--- config.mk ---
export PLATFORM = sky130hd
export DESIGN_NAME = ecc_operand_loader_flat
export DESIGN_NICKNAME = d
export VERILOG_FILES = /design/src/rtl/ecc_pkg.sv /design/src/rtl/ecc_operand_loader_if.sv /design/src/rtl/ecc_operand_check.sv /design/src/rtl/ecc_operand_loader.sv /design/src/flat_wrapper.sv
export SDC_FILE = /design/constraint.sdc
export NUM_CORES = 1
export LEC_CHECK = 0
export ABC_AREA = 1
export CAP_MARGIN = 20
export CELL_PAD_IN_SITES_DETAIL_PLACEMENT = 1
export CELL_PAD_IN_SITES_GLOBAL_PLACEMENT = 1
export CORE_MARGIN = 2
export CORE_UTILIZATION = 38
export DETAILED_ROUTE_END_ITERATION = 12
export PLACE_DENSITY = 0.87
export REMOVE_ABC_BUFFERS = 1
export SLEW_MARGIN = 20
export SYNTH_ARGS = -nofsm -noshare
export SYNTH_HDL_FRONTEND = slang
export SYNTH_SLANG_ARGS = --single-unit
--- constraint.sdc ---
create_clock -name i_clk -period 2.65 [get_ports i_clk]
set_clock_uncertainty 0.1 [all_clocks]
set_input_delay 0.6625 -clock i_clk [delete_from_list [all_inputs] [get_ports i_clk]]
set_output_delay 0.6625 -clock i_clk [all_outputs]
set_load 0.1 [all_outputs]
--- src/rtl/ecc_pkg.sv ---
// Shared constants and types for the ECC operand loader.
// Holds operand geometry, FSM states and error-flag bit positions.
package ecc_pkg;

    localparam int SIZE        = 32;
    localparam int NIB         = 4;
    localparam int NUM_NIBBLES = SIZE / NIB;

    localparam int ERR_PRIME = 0;
    localparam int ERR_PX    = 1;
    localparam int ERR_PY    = 2;
    localparam int ERR_K     = 3;

    typedef enum logic [1:0] {
        IDLE,
        LOAD,
        CHECK,
        VALID
    } state_t;

endpackage

--- src/rtl/ecc_operand_loader_if.sv ---
// Serial operand input and parallel operand output bundle.
// master drives nibbles and i_ready; slave is the loader.
interface ecc_operand_loader_if #(
    parameter int SIZE = ecc_pkg::SIZE,
    parameter int NIB  = ecc_pkg::NIB
);

    logic            i_start;
    logic [NIB-1:0]  a;
    logic [NIB-1:0]  prime;
    logic [NIB-1:0]  k;
    logic [NIB-1:0]  Px;
    logic [NIB-1:0]  Py;
    logic [SIZE-1:0] o_a;
    logic [SIZE-1:0] o_prime;
    logic [SIZE-1:0] o_k;
    logic [SIZE-1:0] o_px;
    logic [SIZE-1:0] o_py;
    logic            o_valid;
    logic            i_ready;
    logic [3:0]      o_err;
    logic            o_busy;

    modport master (
        output i_start, a, prime, k, Px, Py, i_ready,
        input  o_a, o_prime, o_k, o_px, o_py,
        input  o_valid, o_err, o_busy
    );

    modport slave (
        input  i_start, a, prime, k, Px, Py, i_ready,
        output o_a, o_prime, o_k, o_px, o_py,
        output o_valid, o_err, o_busy
    );

endinterface

--- src/rtl/ecc_operand_check.sv ---
// Combinational range checks on an assembled operand set.
// Flags are only meaningful once the full set is loaded.
module ecc_operand_check #(
    parameter int SIZE = ecc_pkg::SIZE
) (
    input  logic [SIZE-1:0] prime,
    input  logic [SIZE-1:0] k,
    input  logic [SIZE-1:0] px,
    input  logic [SIZE-1:0] py,
    output logic [3:0]      err
);
    import ecc_pkg::*;

    always_comb begin
        err            = '0;
        err[ERR_PRIME] = ~prime[0] | (prime < SIZE'(3));
        err[ERR_PX]    = (px >= prime);
        err[ERR_PY]    = (py >= prime);
        err[ERR_K]     = (k == '0);
    end

endmodule

--- src/rtl/ecc_operand_loader.sv ---
// Assembles five serial nibble streams into parallel operands,
// range-checks them and hands them to the core via valid/ready.
module ecc_operand_loader #(
    parameter int SIZE = ecc_pkg::SIZE,
    parameter int NIB  = ecc_pkg::NIB
) (
    input  logic                 i_clk,
    input  logic                 i_rst,
    ecc_operand_loader_if.slave  bus
);
    import ecc_pkg::*;

    localparam int NN = SIZE / NIB;
    localparam int CW = $clog2(NN);

    state_t        state;
    logic [CW-1:0] cnt;
    logic [3:0]    err;
    logic          hs;
    logic          wr_en;
    logic [CW-1:0] idx;

    ecc_operand_check #(.SIZE(SIZE)) u_check (
        .prime (bus.o_prime),
        .k     (bus.o_k),
        .px    (bus.o_px),
        .py    (bus.o_py),
        .err   (err)
    );

    assign hs = bus.o_valid & bus.i_ready;

    // Nibble 0 lands on a start from IDLE or on a back-to-back handshake.
    always_comb begin
        wr_en = 1'b0;
        idx   = '0;
        unique case (state)
            IDLE:    wr_en = bus.i_start;
            LOAD: begin
                wr_en = 1'b1;
                idx   = cnt;
            end
            VALID:   wr_en = hs & bus.i_start;
            default: wr_en = 1'b0;
        endcase
    end

    always_ff @(posedge i_clk or negedge i_rst) begin
        if (!i_rst) begin
            state       <= IDLE;
            cnt         <= '0;
            bus.o_valid <= 1'b0;
            bus.o_busy  <= 1'b0;
            bus.o_err   <= '0;
            bus.o_a     <= '0;
            bus.o_prime <= '0;
            bus.o_k     <= '0;
            bus.o_px    <= '0;
            bus.o_py    <= '0;
        end else begin
            unique case (state)
                IDLE: begin
                    if (bus.i_start) begin
                        cnt        <= CW'(1);
                        state      <= LOAD;
                        bus.o_busy <= 1'b1;
                    end
                end
                LOAD: begin
                    cnt <= cnt + CW'(1);
                    if (cnt == CW'(NN - 1)) begin
                        state <= CHECK;
                    end
                end
                CHECK: begin
                    bus.o_err   <= err;
                    bus.o_valid <= 1'b1;
                    state       <= VALID;
                end
                VALID: begin
                    if (hs) begin
                        bus.o_valid <= 1'b0;
                        if (bus.i_start) begin
                            cnt   <= CW'(1);
                            state <= LOAD;
                        end else begin
                            cnt        <= '0;
                            state      <= IDLE;
                            bus.o_busy <= 1'b0;
                        end
                    end
                end
                default: state <= IDLE;
            endcase

            if (wr_en) begin
                bus.o_a[int'(idx)*NIB +: NIB]     <= bus.a;
                bus.o_prime[int'(idx)*NIB +: NIB] <= bus.prime;
                bus.o_k[int'(idx)*NIB +: NIB]     <= bus.k;
                bus.o_px[int'(idx)*NIB +: NIB]    <= bus.Px;
                bus.o_py[int'(idx)*NIB +: NIB]    <= bus.Py;
            end
        end
    end

endmodule

--- src/flat_wrapper.sv ---
// flat-port wrapper written by rule: the top's interface ports become plain ports
module ecc_operand_loader_flat import ecc_pkg::*;
#(
    parameter int SIZE = ecc_pkg::SIZE,
    parameter int NIB  = ecc_pkg::NIB
)
  (i_clk, i_rst, bus_i_start, bus_a, bus_prime, bus_k, bus_Px, bus_Py, bus_i_ready, bus_o_a, bus_o_prime, bus_o_k, bus_o_px, bus_o_py, bus_o_valid, bus_o_err, bus_o_busy);
  ecc_operand_loader_if #(.SIZE(SIZE), .NIB(NIB)) bus_i ();
  input  logic i_clk;
  input  logic i_rst;
  input wire logic [$bits(bus_i.i_start)-1:0] bus_i_start;
  input wire logic [$bits(bus_i.a)-1:0] bus_a;
  input wire logic [$bits(bus_i.prime)-1:0] bus_prime;
  input wire logic [$bits(bus_i.k)-1:0] bus_k;
  input wire logic [$bits(bus_i.Px)-1:0] bus_Px;
  input wire logic [$bits(bus_i.Py)-1:0] bus_Py;
  input wire logic [$bits(bus_i.i_ready)-1:0] bus_i_ready;
  output wire logic [$bits(bus_i.o_a)-1:0] bus_o_a;
  output wire logic [$bits(bus_i.o_prime)-1:0] bus_o_prime;
  output wire logic [$bits(bus_i.o_k)-1:0] bus_o_k;
  output wire logic [$bits(bus_i.o_px)-1:0] bus_o_px;
  output wire logic [$bits(bus_i.o_py)-1:0] bus_o_py;
  output wire logic [$bits(bus_i.o_valid)-1:0] bus_o_valid;
  output wire logic [$bits(bus_i.o_err)-1:0] bus_o_err;
  output wire logic [$bits(bus_i.o_busy)-1:0] bus_o_busy;
  assign bus_i.i_start = bus_i_start;
  assign bus_i.a = bus_a;
  assign bus_i.prime = bus_prime;
  assign bus_i.k = bus_k;
  assign bus_i.Px = bus_Px;
  assign bus_i.Py = bus_Py;
  assign bus_i.i_ready = bus_i_ready;
  assign bus_o_a = bus_i.o_a;
  assign bus_o_prime = bus_i.o_prime;
  assign bus_o_k = bus_i.o_k;
  assign bus_o_px = bus_i.o_px;
  assign bus_o_py = bus_i.o_py;
  assign bus_o_valid = bus_i.o_valid;
  assign bus_o_err = bus_i.o_err;
  assign bus_o_busy = bus_i.o_busy;
  ecc_operand_loader #(.SIZE(SIZE), .NIB(NIB)) u_core (.i_clk(i_clk), .i_rst(i_rst), .bus(bus_i));
endmodule
; ---- Word-level counts from Yosys, hierarchy flattened
; Index checks and enable logic that the tools add are counted.
; W data, S select, Z words.
[classes]
eq_ne = 8
bitwise = 4
add_sub_neg = 2
shifts = 6
reduce_logical = 9
muxes = 22
order_cmp = 3
[op_table]
columns = cell, count
row1 = $shiftx A4 B33 Y32, 5
row2 = $bwmux W32, 5
row3 = $ge A32 B32 Y1, 2
row4 = $neg A5 Y33, 1
row5 = $shift A4 B33 Y32 const A, 1
row6 = $logic_not A32 Y1, 1
row7 = $lt A32 B2 Y1 const B, 1
row8 = $mux W3, 3
row9 = $pmux W3 S3, 1
row10 = $pmux W2 S4, 1
row11 = $mux W1, 6
row12 = $mux W2, 3
row13 = $reduce_and A3 Y1, 2
row14 = $eq A2 B2 Y1 const B, 2
row15 = $ne A2 B1 Y1 const B, 2
row16 = $ne A2 B2 Y1 const B, 2
row17 = $pmux W1 S2, 2
row18 = $reduce_and A4 Y1, 1
row19 = $reduce_bool A2 Y1, 2
row20 = $add A3 B1 Y3 const B, 1
row21 = $eq A3 B3 Y1 const B, 1
row22 = $pmux W1 S3, 1
row23 = $reduce_bool A3 Y1, 1
row24 = $and A1 B1 Y1, 2
row25 = other kinds (5), 5
[totals]
inputBits = 24
ff_bits = 171
elab_cells = 64

; ---- Logic depth before layout (Yosys ltp)
[logic_depth]
ltp_word = 5
depth_mapped = 15
depth_no_buf = 13

; ---- Cells and area by module
; Synthesis repeated with hierarchy kept, for this count alone.
[hier_totals]
hier_cells = 1211
hier_area_um2 = 9305.2
[by_module_without_submodules]
columns = module, cells_each, instances, area_per_inst_um2, seq_area_each_um2
row1 = ecc_operand_loader, 923, 1, 7542.2, 4279.1
row2 = ecc_operand_check, 288, 1, 1762.9, 0.0

; ---- Least setup slack after synthesis
; OpenSTA, ideal clock, no wires.
[synth_timing]
kind = reg2reg
startpoint = register u_core.state[1]
endpoint = register u_core.bus.o_py[16]
stages_incl_launch_ff = 15
slack_ns = 0.205
setup_time_ns = 0.133
arrival_time_ns = 2.212
period_less_slack_ns = 2.445
required_ns = 2.417
cell_sequence = dfrtp_1 > inv_1 > ha_1 > buf_4 > nand2_1 > ha_1 > ha_1 > inv_2 > nor2_1 > nand2_2 > inv_2 > nand4_1 > buf_2 > nand2_1 > o21ai_0
[synth_between]
elab_chain_len = 5
elab_cells_between_ends = 9
[synth_rtl]
columns = element, line
row1 = start: declaration, ecc_operand_loader.sv:16  ; state_t state;
row2 = start signal: assignment, ecc_operand_loader.sv:50  ; state <= IDLE;
row3 = start signal: assignment, ecc_operand_loader.sv:65  ; state <= LOAD;
row4 = start signal: assignment, ecc_operand_loader.sv:72  ; state <= CHECK;
row5 = $eq A2 B1 Y1, ecc_operand_loader.sv:37  ; unique case (state)
row6 = $mux W3, ecc_operand_loader.sv:37
row7 = $neg A5 Y33, ecc_operand_loader.sv:101  ; bus.o_py[int'(idx)*NIB +: NIB] <= bus.Py;
row8 = $shiftx A4 B33 Y32 / $shift A4 B33 Y32 (equally long branches), ecc_operand_loader.sv:101
row9 = $bwmux W32, ecc_operand_loader.sv:101
row10 = end signal: indexed assignment, ecc_operand_loader.sv:101
row11 = end: declaration, ecc_operand_loader_if.sv:32  ; output o_a, o_prime, o_k, o_px, o_py,
; Parallel ways exist; a longest one is shown, timed or not.
; A chain may end at the register's enable or synchronous reset.

; ---- Worst setup path after layout
[layout_timing]
startpoint = register u_core.state[1]
endpoint = register u_core.bus.o_px[14]
[layout_between]
elab_chain_len = 5
elab_cells_between_ends = 9
[layout_rtl]
columns = element, line
row1 = $eq A2 B1 Y1, ecc_operand_loader.sv:37
row2 = $mux W3, ecc_operand_loader.sv:37
row3 = $neg A5 Y33, ecc_operand_loader.sv:100  ; bus.o_px[int'(idx)*NIB +: NIB] <= bus.Px;
row4 = $shiftx A4 B33 Y32 / $shift A4 B33 Y32 (equally long branches), ecc_operand_loader.sv:100
row5 = $bwmux W32, ecc_operand_loader.sv:100
row6 = end signal: indexed assignment, ecc_operand_loader.sv:100
row7 = end: declaration, ecc_operand_loader_if.sv:32
; Parallel ways exist; a longest one is shown, timed or not.

==> flow_summary.toml <==
[setup_path]
r2r_end = "u_core.bus.o_px[14]"
reg2reg_from = "u_core.state[1]"
critPathMaxFanout = 24
ff2ff_setup_slack_ps = 90
cp.arrival_ps = 2790
start_kind = "flip-flop"
end_kind = "flip-flop"
reg2reg_depth = 9
crit_type = "flip-flop to flip-flop"
required_ps = 2880

[cells_and_area]
num-nets-final = 1343
multi_input_area_mm2 = 0.00385
diodes = 0
fin_util = 0.502
syn_to_final_growth_pct = 29.8
fillers = 2681
stdcell_count = 1544
seq_area_mm2 = 0.00428
drive_gt1_frac = 0.210

[clock_tree]
cts-buffers-inserted = 17
ctsLongestPathBuffers = 2
clk_pin_slew_worst_paths_ps = 70
cts_sinks = 171
insertion_delay_ps = 440
cts_tree = "yes"
clockRootBuffer = "clkbuf_16"
cts.htree.levels = 4
postCtsHoldBufs = 0

[drt]
drc_errors = 0
drt_pass1_iterations = 4
ant_nets = 0
vias_per_cell = 5.46
first_iter_violations = 566
wl_per_cell_um = 21.0
vias = 8432
wirelength_mm = 32.4

[global_routing]
grt_pass1_wl_mm = 49.9
antenna_found_initial = 0
grt_max_degree = 56
overflow = 0
track_usage = 0.271
grt_pass1_vias = 8905

[timing]
min_period_ps = 2560
hold_viol = 0
max_slew.worst_pin.slew_ps = 533
clock.fmax_mhz = 391
fin_hold_ws_ps = 97.0
slew_violations = 0
setup-tns-final_ps = 0
relSlewSlack = 0.645
period_share = 0.965
setup_viol = 0

[logic_synthesis]
ys_top_cells_by_count = "nand2_1, dfrtp_1, o21ai_0, inv_1, nor2_1"
ys.flop_type = "dfrtp_1"
synth_warnings = 0
netlist_instances = 1037
synth.top_cell.area_share = 0.489
postSynthAreaPerCell_um2 = 8.44
synth_edf_count = 0
synthTopCellsByArea = "dfrtp_1, nand2_1, ha_1, o21ai_0, inv_1"
synth_area_leader_cell = "dfrtp_1"
synth-async-reset-ratio = 1.00
yosysMostFrequentCell = "nand2_1"
synthesis.area_mm2 = 0.00875
seq_area_frac_synth = 0.489
synth_seq_cells = 171
synth.distinct_cells = 31

[die]
die_w_um = 156
io_pins = 190
dieArea_mm2 = 0.0243
initial_core_util = 0.387
dieHeight_um = 156
row_count = 55
core_area_mm2 = 0.0226

[place]
post-place-cells = 1506
io_buffers = 189
dpl.hpwl_mm = 24.2
place_congestion = 0.889

[flow_run]
drv_cap = 0

[hold_path]
hold_path.class = "input pin to async pin"

[outcome]
status = "finished clean"
==> worst max-delay path, cell delays in order (launching register included) <==
cell and delay [ps]:
dfrtp_1 390, inv_1 100, ha_2 240, nand2_1 110, ha_1 370, nor2_1 180
buf_4 310, nand2_1 150, buf_4 240, o31ai_1 250
==> worst max-delay path by stage <==
stage / start / endpoint / cells after the start
after CTS: u_core.state[1] / u_core.bus.o_a[26] / 13
final: u_core.state[1] / u_core.bus.o_px[14] / 9
after global placement: bus_i_start / u_core.bus.o_py[2] / 9
after floorplan: u_core.state[1] / u_core.bus.o_k[31] / 9
after detailed placement: bus_i_start / u_core.bus.o_k[0] / 8
after global routing: u_core.state[1] / u_core.bus.o_py[9] / 11
==> sequential cells by signal, summed over array words and instances, names as in the netlist <==
signal	flops
u_core.bus.o_a	32
u_core.bus.o_k	32
u_core.bus.o_prime	32
u_core.bus.o_px	32
u_core.bus.o_py	32
u_core.bus.o_err	4
u_core.cnt	3
u_core.state	2
u_core.bus.o_busy	1
u_core.bus.o_valid	1
==> area by class of cell <==
cell class                      count  share of cell area
Timing Repair Buffer              229               0.163
Sequential cell                   171               0.377
Inverter                          116              0.0394
Tap cell                          285              0.0314
Clock buffer                       18              0.0378
Multi-Input combinational cell    711               0.339
Clock inverter                     14              0.0121
==> per-layer routing <==
layer / track usage / vias up / routed length, um
met4: 0.125 / 0 / 1290
met2: 0.464 / 309 / 15900
met1: 0.332 / 4216 / 13500
met3: 0.0500 / 76 / 1700
met5: 0 / - / 0
li1: - / 3831 / -
==> through the flow <==
step / cell area, um^2 / worst slack, ps
final: 11400 / 92.7
after global routing: 11400 / -12.3
after CTS: 11300 / 17.0
after detailed placement: 10700 / -24.1
after global placement: 10700 / 72.0
after floorplan: 8560 / -1210
==> layout by cell type, fill, tap and decap left out, types with 4 or more instances in the layout <==
cell,n
nand4_1,16
clkinvlp_4,6
o21ai_1,20
nand3_1,44
inv_1,107
nand2_1,251
nor2_1,81
nor3_1,6
dfrtp_1,171
ha_1,72
buf_4,199
clkdlybuf4s50_1,22
o21ai_0,130
a21oi_1,46
nand2_4,4
inv_2,5
o22ai_1,11
clkbuf_16,17
inv_6,4
nor4_1,5
a21o_1,4
buf_12,6
==> cells by family after synthesis <==
kind of cell | after synthesis | synth area share
buffers and inverters | 155 | 0.0723
flip-flops | 171 | 0.489
AND/OR/NAND/NOR | 419 | 0.204
adder cells (fa/ha/maj) | 73 | 0.104
AO/OA/AOI/OAI | 219 | 0.130
==> repair_timing <==
| item | CTS | global route |
|---|---|---|
| pin swaps | 0 | 1 |
| resized for setup | 1 | 6 |
| buffers inserted | 2 | 4 |
| setup endpoints to repair | 2 | 64 |
Power is not shown: default switching activity piles up to over one toggle a cycle in this logic, so the estimate is an artifact.
